<file path="config.mk">
export PLATFORM = sky130hd
export DESIGN_NAME = router_rd_sink
export DESIGN_NICKNAME = d
export VERILOG_FILES = /design/src/rtl/router_rd_sink.sv
export SDC_FILE = /design/constraint.sdc
export NUM_CORES = 1
export LEC_CHECK = 0
export ABC_AREA = 1
export CORE_MARGIN = 1
export CORE_UTILIZATION = 55
export DETAILED_ROUTE_END_ITERATION = 6
export PLACE_DENSITY = 0.84
export SETUP_SLACK_MARGIN = 0.3
export SYNTH_ARGS = -nofsm -noshare
export SYNTH_HDL_FRONTEND = slang
export SYNTH_SLANG_ARGS = --single-unit
</file>
<file path="constraint.sdc">
create_clock -name clock -period 2.3 [get_ports clock]
set_clock_uncertainty 0.15 [all_clocks]
set_input_delay 0.46 -clock clock [delete_from_list [all_inputs] [get_ports clock]]
set_output_delay 0.46 -clock clock [all_outputs]
set_load 0.02 [all_outputs]
</file>
<file path="src/rtl/router_rd_sink.sv">
// router_rd_sink: destination-side reader for one router 1x3 output port.
// Drains one packet per vld_out episode (header, payload, parity), streams the
// payload on rx_data/rx_valid and reports length, address and parity status.
// Optional build macro RD_SINK_STATS_EN adds saturating pkt_cnt/err_cnt outputs.
module router_rd_sink #(
    parameter logic [1:0]  PORT_ID   = 2'd0,
    parameter int unsigned START_DLY = 0
) (
    input  logic       clock,
    input  logic       resetn,
    input  logic       vld_out,
    input  logic [7:0] data_out,
    output logic       read_enb,
    output logic [7:0] rx_data,
    output logic       rx_valid,
    output logic       pkt_done,
    output logic [5:0] pkt_len,
    output logic [1:0] pkt_addr,
    output logic       parity_err,
    output logic       addr_err,
    output logic       len_err
`ifdef RD_SINK_STATS_EN
    ,
    output logic [15:0] pkt_cnt,
    output logic [15:0] err_cnt
`endif
);

    typedef enum logic [1:0] {
        IDLE,
        WAIT,
        READ,
        DONE
    } state_t;

    // Last WAIT count value; unused when START_DLY is zero (WAIT is skipped).
    localparam logic [4:0] DLY_LAST = (START_DLY > 0) ? 5'(START_DLY - 1) : 5'd0;

    state_t     state;
    state_t     state_nxt;
    logic [4:0] dly_cnt;
    logic [6:0] issued;
    logic [6:0] total;
    logic [6:0] cap_cnt;
    logic       rd_q;
    logic [7:0] par;
    logic       cap_hdr;
    logic       cap_pay;
    logic       cap_last;

    // Read strobe and capture classification of the byte currently on data_out.
    always_comb begin
        read_enb = (state == READ) && vld_out && (issued < total);
        cap_hdr  = rd_q && (cap_cnt == 7'd0);
        cap_last = rd_q && (cap_cnt != 7'd0) && (cap_cnt == total - 7'd1);
        cap_pay  = rd_q && (cap_cnt != 7'd0) && !cap_last;
        pkt_done = (state == DONE);
    end

    // Next-state logic; the packet ends on the edge that captures the parity byte.
    always_comb begin
        state_nxt = state;
        case (state)
            IDLE: if (vld_out) state_nxt = (START_DLY > 0) ? WAIT : READ;
            WAIT: if (dly_cnt == DLY_LAST) state_nxt = READ;
            READ: if (cap_last) state_nxt = DONE;
            DONE: state_nxt = IDLE;
            default: state_nxt = IDLE;
        endcase
    end

    // State register.
    always_ff @(posedge clock) begin
        if (!resetn) state <= IDLE;
        else         state <= state_nxt;
    end

    // Read/capture counters, running parity, payload stream and packet status.
    always_ff @(posedge clock) begin
        if (!resetn) begin
            dly_cnt    <= '0;
            issued     <= '0;
            total      <= '0;
            cap_cnt    <= '0;
            rd_q       <= 1'b0;
            par        <= '0;
            rx_data    <= '0;
            rx_valid   <= 1'b0;
            pkt_len    <= '0;
            pkt_addr   <= '0;
            parity_err <= 1'b0;
            addr_err   <= 1'b0;
            len_err    <= 1'b0;
        end else begin
            rd_q     <= read_enb;
            rx_valid <= cap_pay;
            if (cap_pay) rx_data <= data_out;

            if (state == WAIT) dly_cnt <= dly_cnt + 5'd1;
            else               dly_cnt <= '0;

            // Outside READ the counters sit at their entry values, so READ
            // always starts with total=3 until the header says otherwise.
            if (state != READ) begin
                issued  <= '0;
                cap_cnt <= '0;
                total   <= 7'd3;
            end else begin
                if (read_enb) issued  <= issued + 7'd1;
                if (rd_q)     cap_cnt <= cap_cnt + 7'd1;
                if (cap_hdr)
                    total <= (data_out[7:2] == 6'd0) ? 7'd2 : {1'b0, data_out[7:2]} + 7'd2;
            end

            if (state == IDLE)          par <= '0;
            else if (cap_hdr || cap_pay) par <= par ^ data_out;

            if (cap_hdr) begin
                pkt_len  <= data_out[7:2];
                pkt_addr <= data_out[1:0];
            end

            if (cap_last) begin
                parity_err <= (par != data_out);
                addr_err   <= (pkt_addr != PORT_ID);
                len_err    <= (pkt_len == 6'd0);
            end
        end
    end

`ifdef RD_SINK_STATS_EN
    // Saturating packet and error counters, stepped on the pkt_done cycle.
    always_ff @(posedge clock) begin
        if (!resetn) begin
            pkt_cnt <= '0;
            err_cnt <= '0;
        end else if (pkt_done) begin
            if (pkt_cnt != '1) pkt_cnt <= pkt_cnt + 16'd1;
            if ((parity_err || addr_err || len_err) && (err_cnt != '1))
                err_cnt <= err_cnt + 16'd1;
        end
    end
`endif

endmodule

</file>
==> results of run 1 <==
placed cells by master (no fill, tap or decap), drive strengths merged, types with 16 or more instances in the layout:
master | netlist | routed
o21ai | 23 | 23
a21oi | 41 | 41
inv | 50 | 50
xor2 | 16 | 16
dfxtp | 57 | 57
buf | 5 | 32
nor2 | 62 | 62
clkdlybuf4s50 | 0 | 30
nand3 | 22 | 22
nand2 | 73 | 74
state kept, by name, summed over array words and instances (netlist names):
| name | flops |
|---|---|
| rx_valid | 1 |
| pkt_len | 6 |
| issued | 7 |
| cap_cnt | 7 |
| rx_data | 8 |
| rd_q | 1 |
| dly_cnt | 5 |
| parity_err | 1 |
| total | 7 |
| len_err | 1 |
| par | 8 |
| addr_err | 1 |
| pkt_addr | 2 |
| state | 2 |
routing by layer:
layer | vias up | GRT usage
li1 | 1404 | -
met1 | 1375 | 0.354
met2 | 146 | 0.540
met3 | 39 | 0.0732
met4 | 0 | 0.147
met5 | - | 0
final timing paths:
path,from,end,slack [ns],depth (start not counted)
setup / recovery,issued[6]$_SDFFE_PP0P_,read_enb,0.12,6
hold / removal,dly_cnt[0]$_SDFF_PN0_,dly_cnt[0]$_SDFF_PN0_,0.33,1
setup reg to reg,total[1]$_SDFFE_PN0P_,par[3]$_SDFFE_PP0P_,0.15,15
hold reg to reg,dly_cnt[0]$_SDFF_PN0_,dly_cnt[0]$_SDFF_PN0_,0.33,1
Yosys cell counts (3+ instances only):
master	count
nand2_1	70
nor2_1	58
dfxtp_1	57
inv_1	44
a21oi_1	37
nand3_1	20
o21ai_0	17
xor2_1	15
ha_1	13
inv_2	6
nor3_1	6
o21ai_1	6
a21oi_2	4
nand3b_1	4
buf_2	3
nand4_1	3
nor2_2	3
nor4_1	3
cell type report:
cell class	instances	area, um2	area share
multi-input combinational	277	1660	0.430
sequential	57	1150	0.299
timing repair buffer	63	577	0.150
inverter	50	195	0.0507
clock buffer	13	149	0.0386
tap	67	83.8	0.0218
clock inverter	3	40.0	0.0104
worst max-delay path, stage by stage, from the launching register on:
cell	delay, ns
dfxtp_1	0.39
ha_4	0.23
a21oi_2	0.14
o21a_1	0.14
nand3_2	0.11
inv_2	0.11
buf_6	0.12
repair_timing:
action | CTS | global route
gates resized for setup | 37 | 24
endpoints found under the setup margin | 22 | 22
pin swaps | 16 | 17
cloned | 1 | 0
setup buffers | 6 | 3
cells by family after synthesis:
logic type,after synthesis
AND/OR/NAND/NOR,176
AO/OA/AOI/OAI,70
adder cells (fa/ha/maj),13
XOR/XNOR,17
flip-flops,57
buffers and inverters,57
power groups by stage:
stage / sequential [mW] / combinational (mW) / clock, mW
after global routing: 1.01 / 0.266 / 0.974
after detailed placement: 1.03 / 0.208 / 0
after CTS: 1.01 / 0.223 / 0.926
after floorplan: 1.04 / 0.117 / 0
final: 1.01 / 0.249 / 0.938
after global placement: 1.03 / 0.201 / 0
==> reports/qor.txt, run 1 <==
fmax = 458 MHz
Longest Clk Path Bufs = 2
global-route wire length before repair = 12.5 mm
pre-CTS setup slack = -0.272 ns
Synth async-reset ratio = 0
ant diodes = 0
startpoint type of the worst setup path = flip-flop
post-synthesis simple-gate area fraction = 0.273
placed cell count = 504
die width = 74.0 um
DRT antenna net count = 0
Final period util = 0.949
Synth Area in Compound Gates = 0.134
Worst-Skew Late Latency = 0.34 ns
mux share of post-synthesis cell area = 0
area leader, netlist = dfxtp_1
Avg Cell Area, Syn = 7.31 um2
Post-Syn Instances = 390
Synth Area in Adders = 0.0571
hold slack = 0.326 ns
commonest register cell after synthesis = dfxtp_1
Layout Area Growth over Synthesis = 35.2%
Setup TNS = 0 ns
status = complete, no violations
final hold violations = 0
Congestion Overflow GR = 0
WS Path Type = flip-flop to primary output
top layer in use = met4
vias in the first global route = 2745
Synth Area in XOR/XNOR = 0.0549
Iter 0 DRT Violations = 268
Die ar. = 5470 um2
RSZ-0062 raised after global routing = yes
post-route cell area = 3850 um2
flops & latches, synth = 57
Leak = 1.56 nW
Final Wtd Congestion = 0.845
Relative slew margins = 0.751
total track usage = 0.309
Met1 Routed Length = 3.51 mm
Non-Filler Instances = 530
Rows = 25
DPL Wire Length = 5.05 mm
Util after Layout = 0.795
top cells by area, synth = dfxtp_1, nand2_1, nor2_1, a21oi_1, inv_1
Max Cap Violations = 0
min cycle time layout = 2.18 ns
Final nets = 482
PortBufs = 32
final setup vio count = 0
drt pass-1 iters = 5
Netlist Area Pre-Place = 2850 um2
CP Capture Type = primary output
count of flip-flops with a built-in enable after synthesis = 0
worst path required time = 1.69 ns
CORE AREA = 4850 um2
Chip Height = 74.0 um
Initial Util = 0.588
Power Internal = 1.63 mW
Slew @ Worst Pin = 0.371 ns
Hold Crit Class = flip-flop to flip-flop
H-tree depth = 3
YS warnings = 0
initial antenna violation count = 0
CTS tree = built
placed cell area = 3390 um2
Psw = 0.571 mW
Root Buffer = clkbuf_8
Seq pwr share = 0.460
met2 WL = 4.41 mm
via/cell ratio = 5.59
final wirelength = 8.89 mm
length of routed met3 wiring = 599 um
Gate power share = 0.113
sequential area share after synthesis = 0.401
top cell type's share of synthesized area = 0.401
crit path max fanout = 2
Ports = 33
main combinational cell family by area after synthesis = simple AND/OR/NAND/NOR gates
layout cell share with drive strength beyond 1 = 0.233
Max VDD drop = 0.000496 V
Post-route DRC = 0
Slew Viols, Final = 0
switching share of power = 0.259
CTS Sinks = 57
CTS clk-pin slew, worst paths = 0.07 ns
hold buffers post-CTS = 0
total power = 2.20 mW
largest net degree at the start of global routing = 17
Syn Nets = 414
Via Count = 2964
power per cell area = 571 nW/um2
Num CTS Buffers = 9
Yosys cell types = 34
WP data arrival = 1.57 ns
Final WS setup = 0.117 ns
Wirelength per Cell = 16.8 um
FILL cells = 277
clock power share = 0.427
No activity file was read; power rests on OpenSTA's default activity.
==> run 2, diff against run 1 <==
clock period = 2.6 ns   (was 2.3 ns; I/O delays follow)
==> reports/qor.txt, run 2 (same netlist as run 1, synthesis figures left out) <==
status = complete, no violations
Final nets = 475 (-1.5%)
Util after Layout = 0.775 (-0.0194)
final wirelength = 7.36 mm (-17%)
worst path bufs/invs = 3 (+1)
Hold Crit Class = flip-flop to flip-flop
Max VDD drop = 0.000381 V (-23%)
worst-case reg-to-reg path depth = 14 (-1)
Final Wtd Congestion = 0.829 (-1.9%)
die width = 74.0 um (unchanged)
largest net degree at the start of global routing = 20 (+3)
WS Path Type = flip-flop to primary output
layout cell share with drive strength beyond 1 = 0.184 (-0.0491)
Leak = 1.52 nW (-2.6%)
commonest non-fill, non-tap cell in the layout = nand2_1
Chip Height = 74.0 um (unchanged)
global-route wire length before repair = 11.0 mm (-12%)
startpoint type of the worst setup path = flip-flop
Layout Area Growth over Synthesis = 31.9%
Num CTS Buffers = 9 (unchanged)
fmax = 442 MHz
final hold violations = 0 (unchanged)
min cycle time layout = 2.26 ns
Via Count = 2824 (-4.7%)
CP Capture Type = primary output
Crit. Startpoint = total[4]$_SDFFE_PP0P_
Final period util = 0.870
r2r startpoint = total[6]$_SDFFE_PP0P_
crit path max fanout = 3 (+1)
Relative slew margins = 0.746 (-0.00422)
Iter 0 DRT Violations = 237 (-12%)
CTS tree = built
Max Cap Violations = 0 (unchanged)
Power Internal = 1.63 mW (-0.21%)
most frequent CP cell = inv_2
Worst-Skew Late Latency = 0.34 ns (about the same)
Wirelength per Cell = 14.1 um (-16%)
slowest CP cell = dfxtp_2
drt pass-1 iters = 5 (unchanged)
Rows = 25 (unchanged)
DPL Wire Length = 4.65 mm (-7.9%)
Ports = 33 (unchanged)
power per cell area = 564 nW/um2 (-1.1%)
Die ar. = 5470 um2 (unchanged)
CTS Sinks = 57 (unchanged)
clock power share = 0.484 (+0.057)
Initial Util = 0.588 (unchanged)
Gate power share = 0.093 (-0.020)
Congestion Overflow GR = 0 (unchanged)
Post-route DRC = 0 (unchanged)
initial antenna violation count = 0 (unchanged)
Psw = 0.496 mW (-13%)
Slew @ Worst Pin = 0.375 ns (+0.00497 ns)
FILL cells = 338 (+22%)
Root Buffer = clkbuf_8
WP data arrival = 1.59 ns (+0.02 ns)
FF-to-FF End = issued[5]$_SDFFE_PP0P_
Reg2Reg Setup Slack = 0.36 ns (+0.21 ns)
hold buffers post-CTS = 0 (unchanged)
RSZ-0062 raised after global routing = yes
HP Start = dly_cnt[0]$_SDFF_PN0_
Longest Clk Path Bufs = 2 (unchanged)
via/cell ratio = 5.40 (-3.4%)
total track usage = 0.266 (-0.0426)
hold slack = 0.321 ns (-0.00492 ns)
Seq pwr share = 0.422 (-0.038)
Register Area = 1150 um2 (unchanged)
final setup vio count = 0 (unchanged)
commonest cells after routing, fill and taps aside = nand2_1, nor2_1, dfxtp_1, inv_1, a21oi_1
switching share of power = 0.234 (-0.0257)
Hold Crit Depth = 1 (unchanged)
CORE AREA = 4850 um2 (unchanged)
Slew Viols, Final = 0 (unchanged)
H-tree depth = 3 (unchanged)
CP Cell Sequence = inv_2 > ha_1 > a21oi_2 > o21a_1 > nand3_2 > inv_2 > buf_6
top flop regs = par x8, rx_data x8
vias in the first global route = 2529 (-7.9%)
Hold EP = dly_cnt[0]$_SDFF_PN0_
Multi-input gate area = 1590 um2 (-4.3%)
CP delay by family, top = flip-flops
PortBufs = 32 (unchanged)
DRT antenna net count = 0 (unchanged)
worst path required time = 1.93 ns (+0.24 ns)
ant diodes = 0 (unchanged)
CTS clk-pin slew, worst paths = 0.06 ns (about the same)
slowest stage delay, CP = 0.33 ns (-0.06 ns)
## run 2: cell count changes in the layout (fill, tap and decap cells not counted), moves of 3 or more
cell     before  now
nor2_1       47   56
buf_4        27   21
nor2_2       11    5
nand2_1      65   70
nand2_2       6    1
inv_2        10    6
inv_1        39   42
nor2_4        4    1
o21ai_0      14   17
## run 2: worst max path at each step
stage | end | slack, ns | depth (start not counted)
final | read_enb | 0.34 | 7
after global routing | par[1]$_SDFFE_PP0P_ | 0.25 | 15
after CTS | read_enb | 0.31 | 7
after detailed placement | read_enb | -0.08 | 6
after global placement | read_enb | -0.08 | 6
after floorplan | read_enb | 0.44 | 7
## run 2: power groups by stage
stage	Sequential [mW]	Clock, mW	Combinational [mW]
6_report	0.896	1.03	0.198
5_1_grt	0.896	1.07	0.218
4_1_cts	0.894	1.03	0.183
3_5_place_dp	0.913	0	0.174
3_3_place_gp	0.913	0	0.169
2_1_floorplan	0.917	0	0.103
## run 2: per-layer routing
metal	share of wire	GRT usage
met5	0	0
met4	0.021	0.115
met3	0.067	0.0637
met2	0.49	0.459
met1	0.42	0.316
## run 2: stage by stage
stage / power, mW / setup slack [ns] / instances / cell area [um2] / TNS, ns
floorplan: 1.02 / 0.443 / 390 / 2850 / 0
global placement: 1.08 / -0.0781 / 491 / 3280 / -0.0781
detailed placement: 1.09 / -0.0762 / 491 / 3280 / -0.0762
CTS: 2.10 / 0.310 / 513 / 3600 / 0
global route: 2.18 / 0.252 / 523 / 3760 / 0
finish: 2.12 / 0.338 / 523 / 3760 / 0
## run 2: cell type report
| class | count | area share |
|---|---|---|
| flip-flops and latches | 57 | 0.306 |
| well taps | 67 | 0.0223 |
| clock buffers | 11 | 0.0376 |
| inverters | 50 | 0.0513 |
| repair buffers | 55 | 0.133 |
| clock inverters | 5 | 0.0273 |
| multi-input cells | 278 | 0.422 |
## run 2: repair_timing
action / in CTS / in global routing
setup buffers: 6 / 8
pin swaps: 0 / 8
setup endpoints to repair: 1 / 25
cloned: 0 / 2
gates resized for setup: 16 / 17
==> run 3, diff against run 2 <==
SETUP_SLACK_MARGIN = default   (was 0.3)
==> reports/qor.txt, run 3 (same netlist as run 1, synthesis figures left out) <==
status = complete, no violations
Leak = 1.44 nW (-5.5%)
top flop regs = par x8, rx_data x8
Final nets = 459 (-3.4%)
Relative slew margins = 0.740 (-0.00663)
Via Count = 2678 (-5.2%)
Final period util = 0.928 (+0.0575)
Ports = 33 (unchanged)
Power Internal = 1.62 mW (-0.62%)
CTS Sinks = 57 (unchanged)
Hold Crit Class = flip-flop to flip-flop
min cycle time layout = 2.41 ns (+0.150 ns)
WP data arrival = 1.74 ns (+0.15 ns)
Wirelength per Cell = 12.8 um (-8.9%)
total power = 2.09 mW (-1.4%)
WS Path Type = flip-flop to primary output
RSZ-0062 raised after global routing = no
M1 GR Usage = 0.312 (-0.00424)
clock power share = 0.488 (+0.004)
final setup vio count = 0 (unchanged)
Max Cap Violations = 0 (unchanged)
fmax = 415 MHz (-6.2%)
ant diodes = 0 (unchanged)
hold buffers post-CTS = 0 (unchanged)
CTS tree = built
met3 Track Usage GR = 0.0759 (+0.0122)
Post-route DRC = 0 (unchanged)
GRT busiest layer = met2
Slew @ Worst Pin = 0.390 ns (+0.0143 ns)
switching share of power = 0.227 (-0.00626)
DPL Wire Length = 4.65 mm (unchanged)
Iter 0 DRT Violations = 146 (-38%)
initial antenna violation count = 0 (unchanged)
Slew Viols, Final = 0 (unchanged)
Layout Area Growth over Synthesis = 23.5%
FILL cells = 388 (+15%)
Root Buffer = clkbuf_8
Seq pwr share = 0.428 (+0.006)
Initial Util = 0.588 (unchanged)
CP Capture Type = primary output
commonest cells after routing, fill and taps aside = nand2_1, nor2_1, dfxtp_1, inv_1, a21oi_1
PortBufs = 32 (unchanged)
commonest non-fill, non-tap cell in the layout = nand2_1
power per cell area = 594 nW/um2 (+5.3%)
CORE AREA = 4850 um2 (unchanged)
layout cell share with drive strength beyond 1 = 0.109 (-0.0751)
global-route wire length before repair = 10.7 mm (-2.5%)
H-tree depth = 3 (unchanged)
DRT antenna net count = 0 (unchanged)
met2 GRT Util = 0.437 (-0.0212)
Setup TNS = 0 ns (unchanged)
final wirelength = 6.50 mm (-12%)
CTS clk-pin slew, worst paths = 0.07 ns (about the same)
hold slack = 0.321 ns (+0.0000430 ns)
Max VDD drop = 0.000388 V (+1.8%)
final hold violations = 0 (unchanged)
Congestion Overflow GR = 0 (unchanged)
Gate power share = 0.084 (-0.009)
die width = 74.0 um (unchanged)
post-route cell area = 3520 um2 (-6.4%)
Num CTS Buffers = 9 (unchanged)
crit path max fanout = 5 (+2)
drt pass-1 iters = 4 (-1)
Chip Height = 74.0 um (unchanged)
via/cell ratio = 5.28 (-2.2%)
Worst-Skew Late Latency = 0.34 ns (about the same)
vias in the first global route = 2467 (-2.5%)
largest net degree at the start of global routing = 20 (unchanged)
startpoint type of the worst setup path = flip-flop
Final Wtd Congestion = 0.829 (unchanged)
placed cell area = 3280 um2 (unchanged)
Rows = 25 (unchanged)
Longest Clk Path Bufs = 2 (unchanged)
Die ar. = 5470 um2 (unchanged)
Psw = 0.476 mW (-4.1%)
worst path required time = 1.93 ns (about the same)
Util after Layout = 0.726 (-0.0493)
total track usage = 0.260 (-0.00603)
-- run 3: path summary, 6_finish.rpt --
check,depth (start not counted),startpoint,slack [ns],end
setup / recovery,8,total[2]$_SDFFE_PP0P_,0.19,read_enb
hold reg to reg,1,dly_cnt[0]$_SDFF_PN0_,0.32,dly_cnt[0]$_SDFF_PN0_
setup reg to reg,14,total[0]$_SDFFE_PN0P_,0.38,rx_data[3]$_SDFFE_PN0P_
hold / removal,1,dly_cnt[0]$_SDFF_PN0_,0.32,dly_cnt[0]$_SDFF_PN0_
-- run 3: worst max-delay path: stages, from the launching register on --
cell and delay (ns):
dfxtp_1 0.35, inv_2 0.07, ha_1 0.29, a21oi_1 0.18
nand2_1 0.08, nand4_1 0.07, nand3_1 0.10, inv_1 0.09
clkbuf_2 0.16
-- run 3: power by group through the flow --
stage          clock network, mW  logic [mW]  registers, mW
2_1_floorplan                  0       0.103          0.917
3_3_place_gp                   0       0.169          0.913
3_5_place_dp                   0       0.174          0.913
4_1_cts                     1.03       0.176          0.894
5_1_grt                     1.07       0.196          0.895
6_report                    1.02       0.177          0.894
-- run 3: area by class of cell --
type,count,area [um2],area share
clock inverters,5,103,0.0292
inverters,50,188,0.0533
flip-flops and latches,57,1140,0.325
repair buffers,41,383,0.109
well taps,67,83.8,0.0238
multi-input cells,276,1480,0.420
clock buffers,11,141,0.0402
-- run 3: per-layer routing --
layer / part of all wire / routed length, um
met1: 0.45 / 2950
met5: 0 / 0
met4: 0.012 / 80
met2: 0.49 / 3160
met3: 0.048 / 312
-- run 3: stage by stage --
step	cells	setup WS, ns
3_3_place_gp	491	-0.0781
6_report	507	0.188
2_1_floorplan	390	0.443
3_5_place_dp	491	-0.0762
4_1_cts	507	0.0148
5_1_grt	507	0.0885
-- run 3: what timing repair did --
action / 4_1_cts / 5_1_grt
cloned: 0 / 0
endpoints found under the setup margin: 1 / 1
setup buffers: 0 / 0
gates resized for setup: 1 / 3
